[src/rtl/vga_capture.sv]
// vga_capture: samples a VGA pixel stream and writes a 2^DS-decimated copy of
// each active frame into the framebuffer BRAM, one word per kept pixel.
module vga_capture #(
  parameter int H_ACTIVE = 640,
  parameter int H_BP     = 48,
  parameter int V_ACTIVE = 480,
  parameter int V_BP     = 33,
  parameter int DS       = 1,
  parameter int ADDR_W   = 17
) (
  input  logic              clk,
  input  logic              rst,
  input  logic              capture_en,
  input  logic [3:0]        vga_in_r,
  input  logic [3:0]        vga_in_g,
  input  logic [3:0]        vga_in_b,
  input  logic              vga_in_hs,
  input  logic              vga_in_vs,
  output logic              bram_we,
  output logic [ADDR_W-1:0] bram_addr,
  output logic [11:0]       bram_wdata,
  output logic              frame_done,
  output logic              busy,
  output logic              sync_err
);

  localparam logic [10:0] CMAX    = 11'h7FF;
  localparam logic [10:0] H_BEG   = 11'(H_BP);
  localparam logic [10:0] H_END   = 11'(H_BP + H_ACTIVE);
  localparam logic [10:0] V_BEG   = 11'(V_BP);
  localparam logic [10:0] V_END   = 11'(V_BP + V_ACTIVE);
  localparam logic [10:0] DS_MASK = 11'((1 << DS) - 1);
  localparam logic [10:0] X_LAST  = 11'(H_ACTIVE - (1 << DS));
  localparam logic [10:0] Y_LAST  = 11'(V_ACTIVE - (1 << DS));

  typedef enum logic [2:0] {IDLE, WAIT_VS, VSYNC, LINES, DONE} state_t;
  state_t state, nstate;

  logic [3:0]        r_q, g_q, b_q;
  logic              hs_q, vs_q, hs_d, vs_d, en_q;
  logic [10:0]       hcnt, vcnt;
  logic              vfirst;
  logic [ADDR_W-1:0] waddr;
  logic              last_q;

  logic        hs_rise, vs_rise, vs_fall;
  logic [10:0] h, x, y;
  logic        x_ok, y_ok, line_act, keep, is_last, err, store;

  // Input stage plus one extra sync delay for edge detection; syncs idle high.
  always_ff @(posedge clk) begin
    if (rst) begin
      r_q <= '0; g_q <= '0; b_q <= '0;
      hs_q <= 1'b1; vs_q <= 1'b1; hs_d <= 1'b1; vs_d <= 1'b1;
      en_q <= 1'b0;
    end else begin
      r_q <= vga_in_r; g_q <= vga_in_g; b_q <= vga_in_b;
      hs_q <= vga_in_hs; vs_q <= vga_in_vs;
      hs_d <= hs_q; vs_d <= vs_q;
      en_q <= capture_en;
    end
  end

  assign hs_rise = hs_q & ~hs_d;
  assign vs_rise = vs_q & ~vs_d;
  assign vs_fall = ~vs_q & vs_d;

  // The hs_rise cycle counts as hcnt 0, so the register already holds 1 after it.
  assign h = hs_rise ? 11'd0 : hcnt;
  assign x = h - H_BEG;
  assign y = vcnt - V_BEG;

  assign x_ok     = (h >= H_BEG) && (h < H_END);
  assign line_act = !vfirst && (vcnt >= V_BEG) && (vcnt < V_END);
  assign y_ok     = line_act;
  assign keep     = ((x | y) & DS_MASK) == 11'd0;
  assign is_last  = (x == X_LAST) && (y == Y_LAST);

  // Malformed-frame detection; once the last store is out the frame is done.
  assign err = (state == LINES) && !last_q &&
               (vs_fall || (h == CMAX) || (hs_rise && line_act && (hcnt < H_END)));
  assign store = (state == LINES) && x_ok && y_ok && keep && !err;

  // Pixel/line counters; vfirst marks "no hs_rise yet since vsync ended".
  always_ff @(posedge clk) begin
    if (rst) begin
      hcnt   <= '0;
      vcnt   <= '0;
      vfirst <= 1'b0;
    end else begin
      hcnt <= hs_rise ? 11'd1 : ((hcnt == CMAX) ? CMAX : hcnt + 11'd1);
      if (vs_rise) begin
        vcnt   <= '0;
        vfirst <= 1'b1;
      end else if (hs_rise) begin
        vcnt   <= vfirst ? 11'd0 : ((vcnt == CMAX) ? CMAX : vcnt + 11'd1);
        vfirst <= 1'b0;
      end
    end
  end

  // FSM state register.
  always_ff @(posedge clk) begin
    if (rst) state <= IDLE;
    else     state <= nstate;
  end

  // FSM next-state logic.
  always_comb begin
    nstate = state;
    case (state)
      IDLE:    if (en_q) nstate = WAIT_VS;
      WAIT_VS: if (!en_q) nstate = IDLE;
               else if (vs_fall) nstate = VSYNC;
      VSYNC:   if (vs_rise) nstate = LINES;
      LINES:   if (last_q) nstate = DONE;
               else if (err) nstate = WAIT_VS;
      DONE:    nstate = en_q ? WAIT_VS : IDLE;
      default: nstate = IDLE;
    endcase
  end

  // Registered write port, status pulses and the running write address.
  always_ff @(posedge clk) begin
    if (rst) begin
      bram_we    <= 1'b0;
      bram_addr  <= '0;
      bram_wdata <= '0;
      frame_done <= 1'b0;
      busy       <= 1'b0;
      sync_err   <= 1'b0;
      waddr      <= '0;
      last_q     <= 1'b0;
    end else begin
      bram_we    <= store;
      sync_err   <= err;
      last_q     <= store && is_last;
      frame_done <= (state == LINES) && last_q;
      busy       <= (nstate == VSYNC) || (nstate == LINES);
      if (state == VSYNC)  waddr <= '0;
      else if (store)      waddr <= waddr + 1'b1;
      if (store) begin
        bram_addr  <= waddr;
        bram_wdata <= {r_q, g_q, b_q};
      end
    end
  end

endmodule

[config.mk]
export PLATFORM = sky130hd
export DESIGN_NAME = vga_capture
export DESIGN_NICKNAME = d
export VERILOG_FILES = /design/src/rtl/vga_capture.sv
export SDC_FILE = /design/constraint.sdc
export NUM_CORES = 1
export LEC_CHECK = 0
export BUFFER_PORTS_ARGS = -buffer_cell sky130_fd_sc_hd__buf_2
export CORE_ASPECT_RATIO = 1.25
export CORE_MARGIN = 2
export CORE_UTILIZATION = 56
export DETAILED_ROUTE_END_ITERATION = 10
export PLACE_DENSITY = 0.77
export SETUP_SLACK_MARGIN = 0.4
export SLEW_MARGIN = 20
export SYNTH_ARGS = -nofsm -noshare
export SYNTH_HDL_FRONTEND = slang
export SYNTH_SLANG_ARGS = --single-unit
[constraint.sdc]
create_clock -name clk -period 2.54 [get_ports clk]
set_input_delay 0.508 -clock clk [delete_from_list [all_inputs] [get_ports clk]]
set_output_delay 0.508 -clock clk [all_outputs]
set_load 0.01 [all_outputs]
# ---- Word level (Yosys, flattened, before mapping)
# Index checks and enable logic that the tools add are counted.
dict set report totals {
  ramBits 0
  regBits 94
  out_inout_bits 33
  romBits 0
  latch_bits 0
  n_memories 0
  input_bits 17
  elab_cells 90
}
dict set report op_classes {
  muxes 15
  n_reduce_logical 26
  addsub 5
  n_div 0
  n_eq_ne 11
  shifts 0
  magnitude_cmp 5
  n_mul 0
  n_bitwise 7
}
# operator n
set op_table {}
lappend op_table {{$mux 11} 4}
lappend op_table {{$eq 11x11->1 const B} 3}
lappend op_table {{$lt 11x10->1 const B} 3}
lappend op_table {{$add 11x1->11 const B} 2}
lappend op_table {{$ge 11x6->1 const B} 2}
lappend op_table {{$sub 11x6->11 const B} 2}
lappend op_table {{$mux 3} 6}
lappend op_table {{$add 17x1->17 const B} 1}
lappend op_table {{$pmux 3 s5} 1}
lappend op_table {{$logic_and 1x1->1} 14}
lappend op_table {{$eq 3x2->1 const B} 4}
lappend op_table {{$eq 11x10->1 const B} 1}
lappend op_table {{$eq 11x9->1 const B} 1}
lappend op_table {{$logic_not 11->1} 1}
lappend op_table {{$reduce_or 2->1} 3}
lappend op_table {{$mux 1} 4}
lappend op_table {{$and 1x1->1} 3}
lappend op_table {{$eq 3x1->1 const B} 1}
lappend op_table {{$eq 3x3->1 const B} 1}
lappend op_table {{$logic_not 1->1} 3}
lappend op_table {{$logic_not 3->1} 1}
lappend op_table {{$logic_or 1x1->1} 3}
lappend op_table {{$not 1->1} 3}
lappend op_table {{$reduce_bool 2->1} 1}
lappend op_table {{$or 1x1->1} 1}

# ---- Depth between registers and ports, before layout
dict set report depth {
  depth_word 12
  depth_mapped 8
  ltp_nobuf 7
}

# ---- Worst setup path after synthesis
# Ideal clock, no wire load.
dict set report synth_timing {
  path_type {register to register}
  startpoint {reg vcnt[0]}
  endpoint {reg waddr[10]}
  setup_ns 0.129
  arrival_ns 1.838
  n_path_buf 3
  synth_period_minus_slack_ns 1.967
  setup_slack_ns 0.573
  required_time_ns 2.411
  path_stages_with_launch 9
  cell_sequence {dfxtp_1 buf_2 or4_4 o31ai_4 and3_1 buf_2 buf_4 nor4_1 mux2i_1}
}
dict set report synth_via {
  elab_chain_cells 9
  elab_cells_between_ends 15
  cone_classes {1 x add/sub; 2 x order compare; 1 x bitwise; 11 x reduce/logical}
}
# element line_no
set synth_rtl {}
lappend synth_rtl {{from (decl)} 41} ;# logic [10:0] hcnt, vcnt;
lappend synth_rtl {{from (signal assigned)} 96} ;# vcnt <= vfirst ? 11'd0 : ((vcnt == CMAX) ? CMAX : vcnt + 11'd1);
lappend synth_rtl {{parallel branches: the longest is 8 deep, another holds $sub 11x6->11} --}
lappend synth_rtl {{$logic_and 1x1->1 *} 82} ;# assign store = (state == LINES) && x_ok && y_ok && keep && !err;
lappend synth_rtl {{to (signal assigned)} 141} ;# else if (store) waddr <= waddr + 1'b1;
lappend synth_rtl {{to (decl)} 43} ;# logic [ADDR_W-1:0] waddr;
# Every way passes the cells marked *.
# A chain may end at the register's enable or synchronous reset.

# ---- Worst setup path in the final report
dict set report layout_timing {
  startpoint {reg vcnt[1]}
  endpoint {reg last_q}
}
dict set report layout_via {
  elab_chain_cells 10
  elab_cells_between_ends 16
  cone_classes {1 x add/sub; 2 x order compare; 1 x eq/ne; 12 x reduce/logical}
}
# element line_no
set layout_rtl {}
lappend layout_rtl {{$ge 11x6->1} 74} ;# assign line_act = !vfirst && (vcnt >= V_BEG) && (vcnt < V_END);
lappend layout_rtl {{$logic_and 1x1->1 (2 in series)} 74}
lappend layout_rtl {{$logic_and 1x1->1 (2 in series)} 81} ;# (vs_fall || (h == CMAX) || (hs_rise && line_act && (hcnt < H_END)));
lappend layout_rtl {{$logic_or 1x1->1} 81}
lappend layout_rtl {{$logic_and 1x1->1} 80} ;# assign err = (state == LINES) && !last_q &&
lappend layout_rtl {{$logic_not 1->1} 82}
lappend layout_rtl {{$logic_and 1x1->1} 82}
lappend layout_rtl {{$logic_and 1x1->1 *} 137} ;# last_q <= store && is_last;
lappend layout_rtl {{to (signal assigned)} 137}
lappend layout_rtl {{to (decl)} 44} ;# logic last_q;
# Every way passes the cells marked *; elsewhere a longest branch is shown, timed or not.

==> metrics.cfg <==
[drt]
wl_per_cell_um=16.2
wl_um=10300
vias_per_cell=6.14
vias=3916
drt_iter0_markers=323
dr.pass1.iters=5
ant_nets=0
drc=0

[cells_and_area]
fillers=596
final_layout_size_suffix_gt1_share_pct=22.2
nets=565
utilization_pct=67.3
finish.instance_area_mm2=0.00498
area_delta_synth_final_pct=16.3
n_antenna_cell=0

[sta]
worstMarginPinSlew_ns=0.598
max_freq_mhz=463
drv_slew=0
finalHoldViolCount=0
min_period_ns=2.16
clock_skew_ns=0.0113
tns_ns=0
slew_headroom_pct=60.1
rsz0062_at_grt=true
setup_viol=0
period_share_pct=85.0

[global_routing]
grt_use_met3_pct=5.08
grt_max_degree=31
gr-total-overflow=0
use_met2_pct=42.5
grt.total_usage_pct=24.4
grt_pass1_wl_um=16000
grt_pass1_vias=3512
grt_use_met1_pct=29.4
grt-busiest-layer=met2
antenna_found_initial=0

[worst_setup_path]
rr_worst_depth=7
rrSetupSlack_ns=0.38
end_kind=register
start_kind=register
path_max_fanout=8
required_ns=2.81
r2r-end=last_q
crit-reg2reg-launch=vcnt[1]
path_class=register to register
worstPathArrival_ns=2.43

[status]
status=finished, final reports clean

[yosys]
ys_types=54
syn_area_mm2=0.00428
synthTopCellsByCount=94 x dfxtp_1, 55 x a21oi_1, 42 x nand3_1
synth_edf_count=0
synthCells=499
synthArstFlopShare_pct=0
ys_warn_count=0
synth_top_area_cell=dfxtp_1
seq_area_frac_synth_pct=44.0
ys.flop_type=dfxtp_1
synth.most_common_cell=dfxtp_1
syn_nets=522
synth_area_leaders=dfxtp_1 44%, a21oi_1 6.4%, nand3_1 4.9%
ys_seq_elements=94
synth.avg_cell_area_um2=8.57
yosysTopAreaCellShare_pct=44.0

[place]
gp_congestion=0.880
place_area_mm2=0.00462
dpl.hpwl_um=6680
port_buffers=49

[power_and_ir_drop]
p_per_area_mw_per_mm2=549
swShare_pct=23.1
combinationalPowerShare_pct=4.4
switching_power_mw=0.631
p_int_mw=2.10
p_seq_share_pct=55.0
p_leak_nw=1.87
ir_drop_v=0.000445
clkPwrFrac_pct=40.5
p_total_mw=2.73

[cts]
h-tree-depth=3
clk_latency_ns=0.37
clk_path_buf_depth=2
cts_tree=built
ctsHoldBuffers=0
cts.sinks=94
cts.clk_slew.worst_paths_ns=0.10
numCtsBuffers=9
ctsRootBufferMaster=clkbuf_8

[floorplanning]
die_area_mm2=0.00836
die-height_um=102
num_rows=35
die_w_um=82.2
ios=50
start_util_pct=57.8
core_mm2=0.00740

[worst_hold_path]
hold_path_depth=2
worstHoldPathType=input port to register
holdCritStartpoint=vga_in_hs
holdPathEnd=hs_q

[flow_run]
cap_viol_max_count=0

[worst max-delay path, cell delays in order, from the launching register on]
cell	delay (ns)
dfxtp_4	0.38
inv_1	0.12
ha_1	0.21
a21oi_1	0.06
or4_1	0.45
nor4_2	0.27
o2111ai_1	0.22
nor4_2	0.34
[worst max-delay path by stage]
stage,from,to,slack (ns),depth (start not counted)
floorplan,vcnt[0],waddr[10],0.57,8
global placement,vcnt[0],waddr[7],0.32,6
detailed placement,vcnt[0],state[1],0.28,6
CTS,vcnt[1],waddr[7],0.40,7
global route,vcnt[1],last_q,0.26,7
finish,vcnt[1],last_q,0.38,7
[timing repair]
action	CTS	global route
pin swaps	1	4
resized for setup	5	23
cloned	0	1
endpoints found under the setup margin	37	33
setup buffers	1	3
[logic make-up after synthesis]
kind of cell	share of synthesized area, %
xor gates and xnor gates	1.02
AOI/OAI and AO/OA	18.3
buffers and inverters	5.18
adders and majority gates	1.75
DFF	44.0
and+or+nand+nor	26.3
muxes	3.51
[per-stage QoR]
step                instances  hold slack, ns  setup WS, ns
finish                    638           0.318         0.382
global placement          618           0.435         0.322
CTS                       634           0.312         0.404
global route              638           0.306         0.264
detailed placement        618           0.446         0.276
floorplan                 499           0.433         0.573
[cell usage in the layout, fill, tap and decap left out, types with 6 or more instances in the layout]
cell type,netlist,routed
a31oi_1,11,11
dfxtp_1,94,85
nand2b_1,10,10
nor2b_1,18,18
nor4_1,18,15
nand3_1,42,42
dfxtp_2,0,6
and3_1,9,9
or3_1,15,14
and4_1,7,6
nor2_1,23,22
mux2i_1,15,15
buf_4,5,19
a21oi_1,55,54
o21ai_0,34,33
buf_2,6,49
inv_1,7,7
nand2_1,32,32
clkbuf_8,0,9
[registers in the layout (all words and copies together) (netlist names), 3 cells and up]
| name | count |
|---|---|
| waddr | 17 |
| bram_wdata | 12 |
| vcnt | 11 |
| hcnt | 11 |
| g_q | 4 |
| r_q | 4 |
| b_q | 4 |
| bram_addr | 17 |
| state | 3 |
[layer usage]
metal | vias up | wire length (um)
met3 | 18 | 458
met4 | 0 | 132
met1 | 1876 | 4320
met5 | - | 0
li1 | 1899 | -
met2 | 123 | 5440
[power by group through the flow]
| stage | clock network [mW] | registers, mW | logic [mW] |
|---|---|---|---|
| 2_1_floorplan | 0 | 1.54 | 0.0795 |
| 3_3_place_gp | 0 | 1.54 | 0.111 |
| 3_5_place_dp | 0 | 1.54 | 0.115 |
| 4_1_cts | 1.11 | 1.51 | 0.116 |
| 5_1_grt | 1.18 | 1.51 | 0.133 |
| 6_report | 1.11 | 1.50 | 0.122 |
[cell type report]
class,count,area (um2),area share [%]
tap,92,115,2.31
sequential,94,1900,38.2
clock inverter,6,96.3,1.94
timing repair buffer,73,467,9.38
clock buffer,9,124,2.49
inverter,7,26.3,0.528
multi-input combinational,357,2250,45.2
Note: power is estimated with default switching activity, not from simulation.
